File: src/rtl/iter_shift_unit.sv
// iter_shift_unit: multi-cycle SLL/SRL/SRA (optional ROR) shifter that moves
// STEP bit positions per clock behind a valid/ready handshake.
// Ports: clk, rst_n (sync, active low); in_valid/in_ready, in_data, in_shamt,
//        in_fun (00 SLL, 01 SRL, 11 SRA, 10 ROR/SRL), in_en (0: pass through);
//        out_valid/out_ready, out_data; busy (high while SHIFT or DONE).
// Build option: define ITER_SHIFT_ROTATE_EN to make in_fun=10 a rotate right;
//               otherwise in_fun=10 behaves as SRL and no rotate logic exists.
module iter_shift_unit #(
   parameter int WIDTH   = 32,
   parameter int SHAMT_W = $clog2(WIDTH),
   parameter int STEP    = 1
) (
   input  logic               clk,
   input  logic               rst_n,
   input  logic               in_valid,
   output logic               in_ready,
   input  logic [WIDTH-1:0]   in_data,
   input  logic [SHAMT_W-1:0] in_shamt,
   input  logic [1:0]         in_fun,
   input  logic               in_en,
   output logic               out_valid,
   input  logic               out_ready,
   output logic [WIDTH-1:0]   out_data,
   output logic               busy
);

   // Wide enough to hold WIDTH itself (the saturated shift amount).
   localparam int CNT_W = $clog2(WIDTH + 1);

   localparam logic [CNT_W-1:0] STEP_C  = CNT_W'(STEP);
   localparam logic [CNT_W-1:0] WIDTH_C = CNT_W'(WIDTH);

   typedef enum logic [1:0] {
      IDLE  = 2'b00,
      SHIFT = 2'b01,
      DONE  = 2'b10
   } state_t;

   state_t             state;
   logic [WIDTH-1:0]   work;
   logic [1:0]         fun;
   logic               sign;
   logic [CNT_W-1:0]   remaining;

   logic [31:0]        shamt_ext;
   logic [CNT_W-1:0]   cap_amt;
   logic [CNT_W-1:0]   k;
   logic [WIDTH-1:0]   srl_res;
   logic [WIDTH-1:0]   fill;
   logic [WIDTH-1:0]   step_res;

   // Amounts at or beyond WIDTH saturate to WIDTH: after WIDTH positions a
   // logical shift is all zeros and an arithmetic one is all sign bits.
   always_comb begin
      shamt_ext = 32'(in_shamt);
      if (shamt_ext >= 32'(WIDTH))
         cap_amt = WIDTH_C;
      else
         cap_amt = CNT_W'(shamt_ext);
   end

   // Final step may be shorter than STEP.
   always_comb begin
      if (remaining >= STEP_C)
         k = STEP_C;
      else
         k = remaining;
   end

   // Sign captured at request time fills the vacated MSBs for SRA.
   always_comb begin
      srl_res = work >> k;
      fill    = '0;
      if (sign)
         fill = ~({WIDTH{1'b1}} >> k);
      step_res = srl_res;
      unique case (fun)
         2'b00: step_res = work << k;
         2'b11: step_res = srl_res | fill;
`ifdef ITER_SHIFT_ROTATE_EN
         2'b10: step_res = srl_res | (work << (WIDTH_C - k));
`else
         2'b10: step_res = srl_res;
`endif
         2'b01: step_res = srl_res;
      endcase
   end

   // DONE is entered one cycle before out_valid rises; that cycle latches
   // the finished word into out_data, so out_data only changes on a result.
   always_ff @(posedge clk) begin
      if (!rst_n) begin
         state     <= IDLE;
         in_ready  <= 1'b1;
         out_valid <= 1'b0;
         busy      <= 1'b0;
         out_data  <= '0;
         work      <= '0;
         fun       <= 2'b00;
         sign      <= 1'b0;
         remaining <= '0;
      end else begin
         unique case (state)
            IDLE: begin
               if (in_valid && in_ready) begin
                  work      <= in_data;
                  fun       <= in_fun;
                  sign      <= in_data[WIDTH-1];
                  remaining <= cap_amt;
                  in_ready  <= 1'b0;
                  busy      <= 1'b1;
                  if (!in_en || cap_amt == '0)
                     state <= DONE;
                  else
                     state <= SHIFT;
               end
            end
            SHIFT: begin
               work      <= step_res;
               remaining <= remaining - k;
               if (remaining == k)
                  state <= DONE;
            end
            DONE: begin
               if (!out_valid) begin
                  out_valid <= 1'b1;
                  out_data  <= work;
               end else if (out_ready) begin
                  out_valid <= 1'b0;
                  in_ready  <= 1'b1;
                  busy      <= 1'b0;
                  state     <= IDLE;
               end
            end
            default: begin
               state     <= IDLE;
               in_ready  <= 1'b1;
               out_valid <= 1'b0;
               busy      <= 1'b0;
            end
         endcase
      end
   end

endmodule

File: config.mk
export PLATFORM = sky130hd
export DESIGN_NAME = iter_shift_unit
export DESIGN_NICKNAME = d
export VERILOG_FILES = /design/src/rtl/iter_shift_unit.sv
export SDC_FILE = /design/constraint.sdc
export NUM_CORES = 1
export LEC_CHECK = 0
export ABC_CLOCK_PERIOD_IN_PS = 3030
export CAP_MARGIN = 30
export CORE_MARGIN = 2
export CORE_UTILIZATION = 50
export DETAILED_ROUTE_END_ITERATION = 10
export PLACE_DENSITY = 0.89
export SLEW_MARGIN = 25
export SYNTH_ARGS = -nofsm -noshare
export SYNTH_HDL_FRONTEND = slang
export SYNTH_SLANG_ARGS = --single-unit
export TNS_END_PERCENT = 5
File: constraint.sdc
create_clock -name clk -period 3.03 [get_ports clk]
set_clock_uncertainty 0.1 [all_clocks]
set_input_delay 0.4545 -clock clk [delete_from_list [all_inputs] [get_ports clk]]
set_output_delay 0.4545 -clock clk [all_outputs]
set_load 0.02 [all_outputs]
==> results of run 1 <==
==> sequential cells by signal, indices dropped and copies added (netlist names) <==
signal	cells
in_ready	1
work	32
out_data	32
state	2
out_valid	1
fun	2
busy	1
remaining	6
sign	1
==> report_power, final <==
part	internal (W)	switching [W]
sequential	0.00113	0.000112
clock	0.000505	0.000386
combinational	0.000282	0.000428
==> area by class of cell <==
class / instances / area share (%)
tap: 96 / 2.65
multi-input combinational: 301 / 38.4
inverter: 7 / 0.579
sequential: 78 / 34.4
timing repair buffer: 89 / 19.0
clock buffer: 12 / 3.42
clock inverter: 3 / 1.49
==> worst max-delay path by stage <==
stage,startpoint,to,cells past startpoint
2_1_floorplan,remaining[1],remaining[4],10
3_3_place_gp,in_valid,work[1],6
3_5_place_dp,in_valid,work[1],6
4_1_cts,remaining[1],work[1],5
5_1_grt,remaining[1],work[1],5
6_report,remaining[1],work[1],5
==> stage by stage <==
step,setup WS [ps],cells,instance area [um^2],power [W]
floorplan,883,429,3520,0.00174
global placement,816,571,4320,0.00192
detailed placement,742,571,4320,0.00195
CTS,937,586,4540,0.00283
global route,759,586,4540,0.00297
finish,897,586,4540,0.00285
==> cell usage in the layout (no fill, tap or decap), types with 7 or more instances in the layout <==
cell	count
dfxtp_1	78
clkdlybuf4s50_1	78
nand2_1	76
o21ai_0	57
a21oi_1	42
a31oi_1	30
o221ai_1	29
clkbuf_8	11
buf_4	11
nor2_1	7
==> tightest hold or removal path, cell delays in order (launching register included) <==
cell and delay, ps:
dfxtp_1 310, nand2_1 50, a21oi_1 50
==> layer usage <==
| layer | track usage (%) | share of wire [%] | up-vias |
|---|---|---|---|
| met4 | 11.2 | 2.3 | 0 |
| li1 | - | - | 1696 |
| met2 | 40.7 | 48 | 193 |
| met5 | 0 | 0 | - |
| met1 | 33.5 | 42 | 1701 |
| met3 | 4.43 | 7.8 | 27 |
==> cell usage after synthesis, drive strengths merged, types with 2 or more instances <==
library cell  count  share of area (%)
dfxtp            78                 44
nand2            76                8.1
o21ai            63                8.9
a21oi            42                6.0
a31oi            30                5.3
o221ai           29                7.2
clkbuf           27                2.9
buf              16                2.7
nor2              8               0.85
inv               6               0.64
a22oi             5                1.1
ha                4                1.4
nor3              4                1.0
nor2b             3               0.53
o22ai             3               0.53
and2              2               0.36
nand2b            2               0.36
nor4              2               0.36
o32ai             2               0.50
or2               2               0.36
==> cell families (layout without fill, tap and decap cells) <==
kind of cell,count (synthesis),after routing,synth area share (%)
buf+inv,50,111,6.32
flops,78,78,44.3
simple gates,107,107,13.9
mux,1,1,0.284
fa+ha+maj,4,4,1.42
compound gates,189,189,33.8
==> impl_metrics.prom, run 1 <==
# TYPE chip_impl_metric gauge
chip_impl_metric{name="whs",unit="ps"} 356
chip_impl_metric{name="dr.pass1.iters",unit=""} 5
chip_impl_metric{name="finalCriticalPeriod",unit="ps"} 2130
chip_impl_metric{name="clk_transition_reported_paths",unit="ps"} 80
chip_impl_metric{name="floorplan.initialDensity",unit="%"} 51.9
chip_impl_metric{name="synth_nets",unit=""} 477
chip_impl_metric{name="timing.setup.tns",unit="ps"} 0
chip_impl_metric{name="die_area",unit="mm^2"} 0.00773
chip_impl_metric{name="area_delta_synth_final",unit="%"} 28.8
chip_impl_metric{name="insertedDiodeCount",unit=""} 0
chip_impl_metric{name="cts_post_setup_buffers_inserted",unit=""} 0
chip_impl_metric{name="grt_pass1_wl",unit="um"} 15500
chip_impl_metric{name="num-fill-cells",unit=""} 557
chip_impl_metric{name="final_max_slew_viol_count",unit=""} 0
chip_impl_metric{name="cts_inserted_buffers",unit=""} 9
chip_impl_metric{name="grt_overflow",unit=""} 0
chip_impl_info{name="cts-root-buf",value="clkbuf_8"} 1
chip_impl_metric{name="std_cell_rows",unit=""} 30
chip_impl_metric{name="hpwl",unit="um"} 6130
chip_impl_metric{name="postLayoutCoreUtil",unit="%"} 66.8
chip_impl_metric{name="drt-vias-per-instance",unit=""} 6.17
chip_impl_metric{name="timing.final.hold_violations",unit=""} 0
chip_impl_info{name="timing.critical_path.to_type",value="register"} 1
chip_impl_metric{name="place.gp.congestion",unit=""} 0.849
chip_impl_metric{name="post_synth.cell_area_avg",unit="um^2"} 8.21
chip_impl_metric{name="detailroute.via_count",unit=""} 3617
chip_impl_metric{name="via_count_of_the_first_global_routing_pass",unit=""} 3291
chip_impl_metric{name="detailedRoute.firstIterationViolations",unit=""} 304
chip_impl_metric{name="num_clock_sinks",unit=""} 78
chip_impl_metric{name="synth-async-reset-ratio",unit="%"} 0
chip_impl_metric{name="synth_sequential_area_ratio",unit="%"} 44.3
chip_impl_metric{name="post_drt_wl_per_cell",unit="um"} 16.6
chip_impl_metric{name="achievable-frequency",unit="MHz"} 469
chip_impl_info{name="run_status",value="complete, no violations"} 1
chip_impl_metric{name="pin_count_of_the_biggest_net_entering_global_routing",unit=""} 63
chip_impl_metric{name="power_leakage",unit="nW"} 1.50
chip_impl_info{name="critical_path.cell_chain",value="nor3_4 > and2_1 > buf_4 > o22ai_1 > a2111oi_2"} 1
chip_impl_info{name="setup.worst_path.start_class",value="register"} 1
chip_impl_metric{name="ys_seq_elements",unit=""} 78
chip_impl_info{name="hold_start",value="out_data[5]"} 1
chip_impl_metric{name="detail_route.wirelength",unit="um"} 9730
chip_impl_metric{name="reg2reg_setup_slack",unit="ps"} 900
chip_impl_metric{name="initial_antenna_violation_count",unit=""} 0
chip_impl_metric{name="design.portCount",unit=""} 79
chip_impl_info{name="min-delay-path-class",value="register to register"} 1
chip_impl_metric{name="die-width",unit="um"} 87.9
chip_impl_metric{name="design.core.area",unit="mm^2"} 0.00679
chip_impl_info{name="crit-reg2reg-capture",value="work[1]"} 1
chip_impl_info{name="family_of_cells_with_the_greatest_summed_delay_on_the_critical_path",value="simple AND/OR/NAND/NOR gates"} 1
chip_impl_metric{name="worst_path_largest_cell_delay",unit="ps"} 430
chip_impl_metric{name="cts_resized",unit=""} 0
chip_impl_metric{name="yosys_warnings",unit=""} 0
chip_impl_metric{name="critical_path_required",unit="ps"} 3190
chip_impl_metric{name="clock_tree.buffer_depth",unit=""} 2
chip_impl_metric{name="layout.nets",unit=""} 534
chip_impl_metric{name="ctsHoldBuffers",unit=""} 0
chip_impl_metric{name="crit_path_max_fanout",unit=""} 62
chip_impl_metric{name="drcViolationCount",unit=""} 0
chip_impl_metric{name="synth_unique_cells",unit=""} 51
chip_impl_metric{name="number_of_enable_type_register_cells_in_the_synthesized_netlist",unit=""} 0
chip_impl_info{name="synthFlopType",value="dfxtp_1"} 1
chip_impl_metric{name="die_height",unit="um"} 87.9
chip_impl_info{name="critical_path_class",value="register to register"} 1
chip_impl_metric{name="data_arrival_critical_path",unit="ps"} 2290
chip_impl_metric{name="synthCells",unit=""} 429
chip_impl_metric{name="areal_power_density_over_the_cells",unit="mW/mm^2"} 627
chip_impl_metric{name="multi_input_area",unit="mm^2"} 0.00174
chip_impl_metric{name="timing.final.crit_share",unit="%"} 70.4
chip_impl_info{name="min_delay_worst_endpoint",value="out_data[5]"} 1
chip_impl_metric{name="worst_skew_pair_later_pin_latency",unit="ps"} 360
chip_impl_metric{name="place.port_buffers",unit=""} 78
chip_impl_info{name="regToRegStartpoint",value="remaining[1]"} 1
chip_impl_metric{name="whs_path_depth",unit=""} 2
chip_impl_info{name="critical_path.slowest_cell",value="buf_4"} 1
chip_impl_metric{name="critical_path_buf_inv_count",unit=""} 1
chip_impl_metric{name="relSlewSlack",unit="%"} 56.6
chip_impl_metric{name="drv.max_cap_violation_count",unit=""} 0
chip_impl_metric{name="ff2ff_path_depth",unit=""} 5
chip_impl_metric{name="vdd_drop_max",unit="mV"} 0.245
chip_impl_metric{name="grtUsageTotal",unit="%"} 25.3
chip_impl_metric{name="tightestPinTransition",unit="ps"} 651
chip_impl_metric{name="register_area",unit="mm^2"} 0.00156
chip_impl_metric{name="report.final.setup_viol",unit=""} 0
chip_impl_info{name="grt_setup_unrepaired",value="no"} 1
chip_impl_info{name="cts_tree",value="built"} 1
chip_impl_metric{name="clock_tree.htree_level_count",unit=""} 3
chip_impl_metric{name="ant_nets",unit=""} 0
chip_impl_metric{name="drive_above_1_share",unit="%"} 7.55
chip_impl_metric{name="synthesis.area",unit="mm^2"} 0.00352
(Power assumes the default switching activity.)
==> run 2: changes to the inputs <==
--- a/config.mk
+++ b/config.mk
@@ -5,12 +5,12 @@
 export SDC_FILE = /design/constraint.sdc
 export NUM_CORES = 1
 export LEC_CHECK = 0
-export ABC_CLOCK_PERIOD_IN_PS = 3030
+export ABC_CLOCK_PERIOD_IN_PS = 1790
 export CAP_MARGIN = 30
 export CORE_MARGIN = 2
-export CORE_UTILIZATION = 50
+export CORE_UTILIZATION = 45
 export DETAILED_ROUTE_END_ITERATION = 10
-export PLACE_DENSITY = 0.89
+export PLACE_DENSITY = 0.85
 export SLEW_MARGIN = 25
 export SYNTH_ARGS = -nofsm -noshare
 export SYNTH_HDL_FRONTEND = slang
==> constraint.sdc (replaced) <==
create_clock -name clk -period 1.79 [get_ports clk]
set_clock_uncertainty 0.1 [all_clocks]
set_input_delay 0.2685 -clock clk [delete_from_list [all_inputs] [get_ports clk]]
set_output_delay 0.2685 -clock clk [all_outputs]
set_load 0.02 [all_outputs]
==> run 2 against run 1 <==
Against the previous run: register-to-register slack worse by 850 ps; sequential share of layout area down 1.1 points; cell count up 3.8%; die area rose by 11%; first-iteration DRC count rose by 4.6%; sequential power increased by 70%; combinational power rose by 96%; total power is 64% higher; wire length grew 3.2%; worst setup slack got worse by 850 ps; non-clock buffer count is 15 higher.
==> impl_metrics.prom, run 2 (synthesized netlist as in run 1, its figures left out) <==
# TYPE chip_impl_metric gauge
chip_impl_metric{name="die-width",unit="um"} 92.5
chip_impl_metric{name="via_count_of_the_first_global_routing_pass",unit=""} 3360
chip_impl_metric{name="finalCriticalPeriod",unit="ps"} 1740
chip_impl_metric{name="report.final.setup_viol",unit=""} 0
chip_impl_metric{name="design.portCount",unit=""} 79
chip_impl_metric{name="critical_path_required",unit="ps"} 1920
chip_impl_metric{name="data_arrival_critical_path",unit="ps"} 1870
chip_impl_metric{name="whs",unit="ps"} 355
chip_impl_metric{name="area_delta_synth_final",unit="%"} 34.9
chip_impl_metric{name="vdd_drop_max",unit="mV"} 0.468
chip_impl_info{name="critical_path.slowest_cell",value="dfxtp_4"} 1
chip_impl_metric{name="num-fill-cells",unit=""} 636
chip_impl_info{name="timing.critical_path.to_type",value="register"} 1
chip_impl_info{name="cts-root-buf",value="clkbuf_8"} 1
chip_impl_metric{name="place.gp.congestion",unit=""} 0.831
chip_impl_info{name="top_regs",value="out_data: 32 flops, work: 32 flops, remaining: 6 flops"} 1
chip_impl_metric{name="crit_path_max_fanout",unit=""} 5
chip_impl_metric{name="drt-vias-per-instance",unit=""} 6.04
chip_impl_metric{name="detailroute.via_count",unit=""} 3672
chip_impl_info{name="hold_start",value="out_data[11]"} 1
chip_impl_metric{name="worst_skew_pair_later_pin_latency",unit="ps"} 350
chip_impl_info{name="min-delay-path-class",value="register to register"} 1
chip_impl_metric{name="cts_inserted_buffers",unit=""} 9
chip_impl_metric{name="critical_path_buf_inv_count",unit=""} 0
chip_impl_metric{name="postLayoutCoreUtil",unit="%"} 62.2
chip_impl_metric{name="tightestPinTransition",unit="ps"} 369
chip_impl_metric{name="final_max_slew_viol_count",unit=""} 0
chip_impl_metric{name="design.core.area",unit="mm^2"} 0.00765
chip_impl_metric{name="worst_path_largest_cell_delay",unit="ps"} 390
chip_impl_metric{name="power",unit="W"} 0.00467
chip_impl_info{name="grt_setup_unrepaired",value="yes"} 1
chip_impl_metric{name="timing.final.crit_share",unit="%"} 97.3
chip_impl_info{name="setup.worst_path.start_class",value="register"} 1
chip_impl_metric{name="drv.max_cap_violation_count",unit=""} 0
chip_impl_metric{name="cell_area_placed",unit="mm^2"} 0.00449
chip_impl_metric{name="power_leakage",unit="nW"} 1.61
chip_impl_metric{name="clock_tree.buffer_depth",unit=""} 2
chip_impl_metric{name="drcViolationCount",unit=""} 0
chip_impl_metric{name="layout.nets",unit=""} 549
chip_impl_metric{name="timing.final.hold_violations",unit=""} 0
chip_impl_metric{name="die_area",unit="mm^2"} 0.00855
chip_impl_info{name="regToRegStartpoint",value="remaining[4]"} 1
chip_impl_info{name="run_status",value="complete, no violations"} 1
chip_impl_metric{name="pin_count_of_the_biggest_net_entering_global_routing",unit=""} 63
chip_impl_metric{name="reg2reg_setup_slack",unit="ps"} 50
chip_impl_info{name="final_cell_mix",value="nand2_1 (76), clkdlybuf4s50_1 (76), dfxtp_1 (70)"} 1
chip_impl_metric{name="areal_power_density_over_the_cells",unit="mW/mm^2"} 983
chip_impl_metric{name="ff2ff_path_depth",unit=""} 8
chip_impl_metric{name="relSlewSlack",unit="%"} 75.4
chip_impl_info{name="cts_tree",value="built"} 1
chip_impl_metric{name="ant_nets",unit=""} 0
chip_impl_metric{name="post_drt_wl_per_cell",unit="um"} 16.5
chip_impl_info{name="critical_path_class",value="register to register"} 1
chip_impl_metric{name="dr.pass1.iters",unit=""} 5
chip_impl_info{name="family_of_cells_with_the_greatest_summed_delay_on_the_critical_path",value="simple AND/OR/NAND/NOR gates"} 1
chip_impl_metric{name="whs_path_depth",unit=""} 2
chip_impl_metric{name="grtUsageTotal",unit="%"} 22.8
chip_impl_metric{name="postLayoutCellArea",unit="mm^2"} 0.00475
chip_impl_metric{name="clk_transition_reported_paths",unit="ps"} 80
chip_impl_metric{name="detail_route.wirelength",unit="um"} 10000
chip_impl_metric{name="grt_pass1_wl",unit="um"} 15800
chip_impl_info{name="crit-reg2reg-capture",value="remaining[4]"} 1
chip_impl_info{name="critical_path.cell_chain",value="nor3_4 > and2_4 > or2_4 > ha_4 > nor4_4 > nor2_1 > o21ai_1 > a21oi_1"} 1
chip_impl_metric{name="critical_path_depth",unit=""} 8
chip_impl_metric{name="achievable-frequency",unit="MHz"} 574
chip_impl_metric{name="timing.setup.tns",unit="ps"} 0
chip_impl_metric{name="place.port_buffers",unit=""} 78
chip_impl_metric{name="initial_antenna_violation_count",unit=""} 0
chip_impl_metric{name="num_clock_sinks",unit=""} 78
chip_impl_metric{name="ctsHoldBuffers",unit=""} 0
chip_impl_metric{name="clock_tree.htree_level_count",unit=""} 3
chip_impl_metric{name="insertedDiodeCount",unit=""} 0
chip_impl_metric{name="grt_overflow",unit=""} 0
chip_impl_metric{name="floorplan.initialDensity",unit="%"} 46.1
chip_impl_metric{name="std_cell_rows",unit=""} 32
chip_impl_info{name="min_delay_worst_endpoint",value="out_data[11]"} 1
chip_impl_metric{name="die_height",unit="um"} 92.5
chip_impl_metric{name="detailedRoute.firstIterationViolations",unit=""} 318
chip_impl_metric{name="hpwl",unit="um"} 6490
chip_impl_metric{name="drive_above_1_share",unit="%"} 13.2
-- run 2: changes by cell type in the layout (fill, tap and decap cells not counted), moves of 3 or more --
cell,change
buf_6,+4
buf_12,+3
dfxtp_1,-8
dfxtp_2,+4
dfxtp_4,+4
clkinv_2,+3
buf_4,+7
-- run 2: final cells by class --
cell class | count | area [um^2] | area share, %
clock buffers | 10 | 128 | 2.68
clock inverters | 6 | 37.5 | 0.789
flip-flops and latches | 78 | 1580 | 33.3
well taps | 102 | 128 | 2.68
repair buffers | 104 | 1030 | 21.7
inverters | 7 | 26.3 | 0.553
multi-input cells | 301 | 1820 | 38.3
-- run 2: worst min-delay path, stage by stage, from the launching register on --
cell and delay, ps:
dfxtp_1 310, nand2_1 50, a21oi_1 50
-- run 2: stage by stage --
stage          setup slack (ps)  instances
3_5_place_dp               -243        587
2_1_floorplan              -101        429
5_1_grt                   -17.8        608
6_report                   47.9        608
3_3_place_gp               -110        587
4_1_cts                    19.2        604
-- run 2: repair_timing --
item | in CTS | in global routing
gates resized for setup | 1 | 16
cloned | 0 | 1
buffers inserted | 1 | 3
setup endpoints to repair | 3 | 44
pin swaps | 0 | 1
-- run 2: worst max-delay path by stage --
stage	endpoint	from	slack [ps]
after CTS	remaining[4]	remaining[4]	20
after floorplan	remaining[4]	remaining[3]	-100
final	remaining[4]	remaining[4]	50
after detailed placement	work[15]	in_valid	-240
after global routing	work[15]	state[0]	-20
after global placement	work[26]	in_valid	-110
-- run 2: power breakdown --
part	switching, W	total [W]	leakage, nW	internal (W)
Clock	0.000662	0.00116	0.0863	0.000500
Sequential	0.000192	0.00212	0.642	0.00192
Combinational	0.000777	0.00139	0.885	0.000618
-- run 2: per-layer routing --
metal  track usage, %  vias to the layer above  part of all wire, %
met2             36.5                      188                   48
li1                 -                     1727                    -
met1             30.1                     1740                   42
met5                0                        -                    0
met3             5.78                       17                  8.4
met4             7.34                        0                  1.4
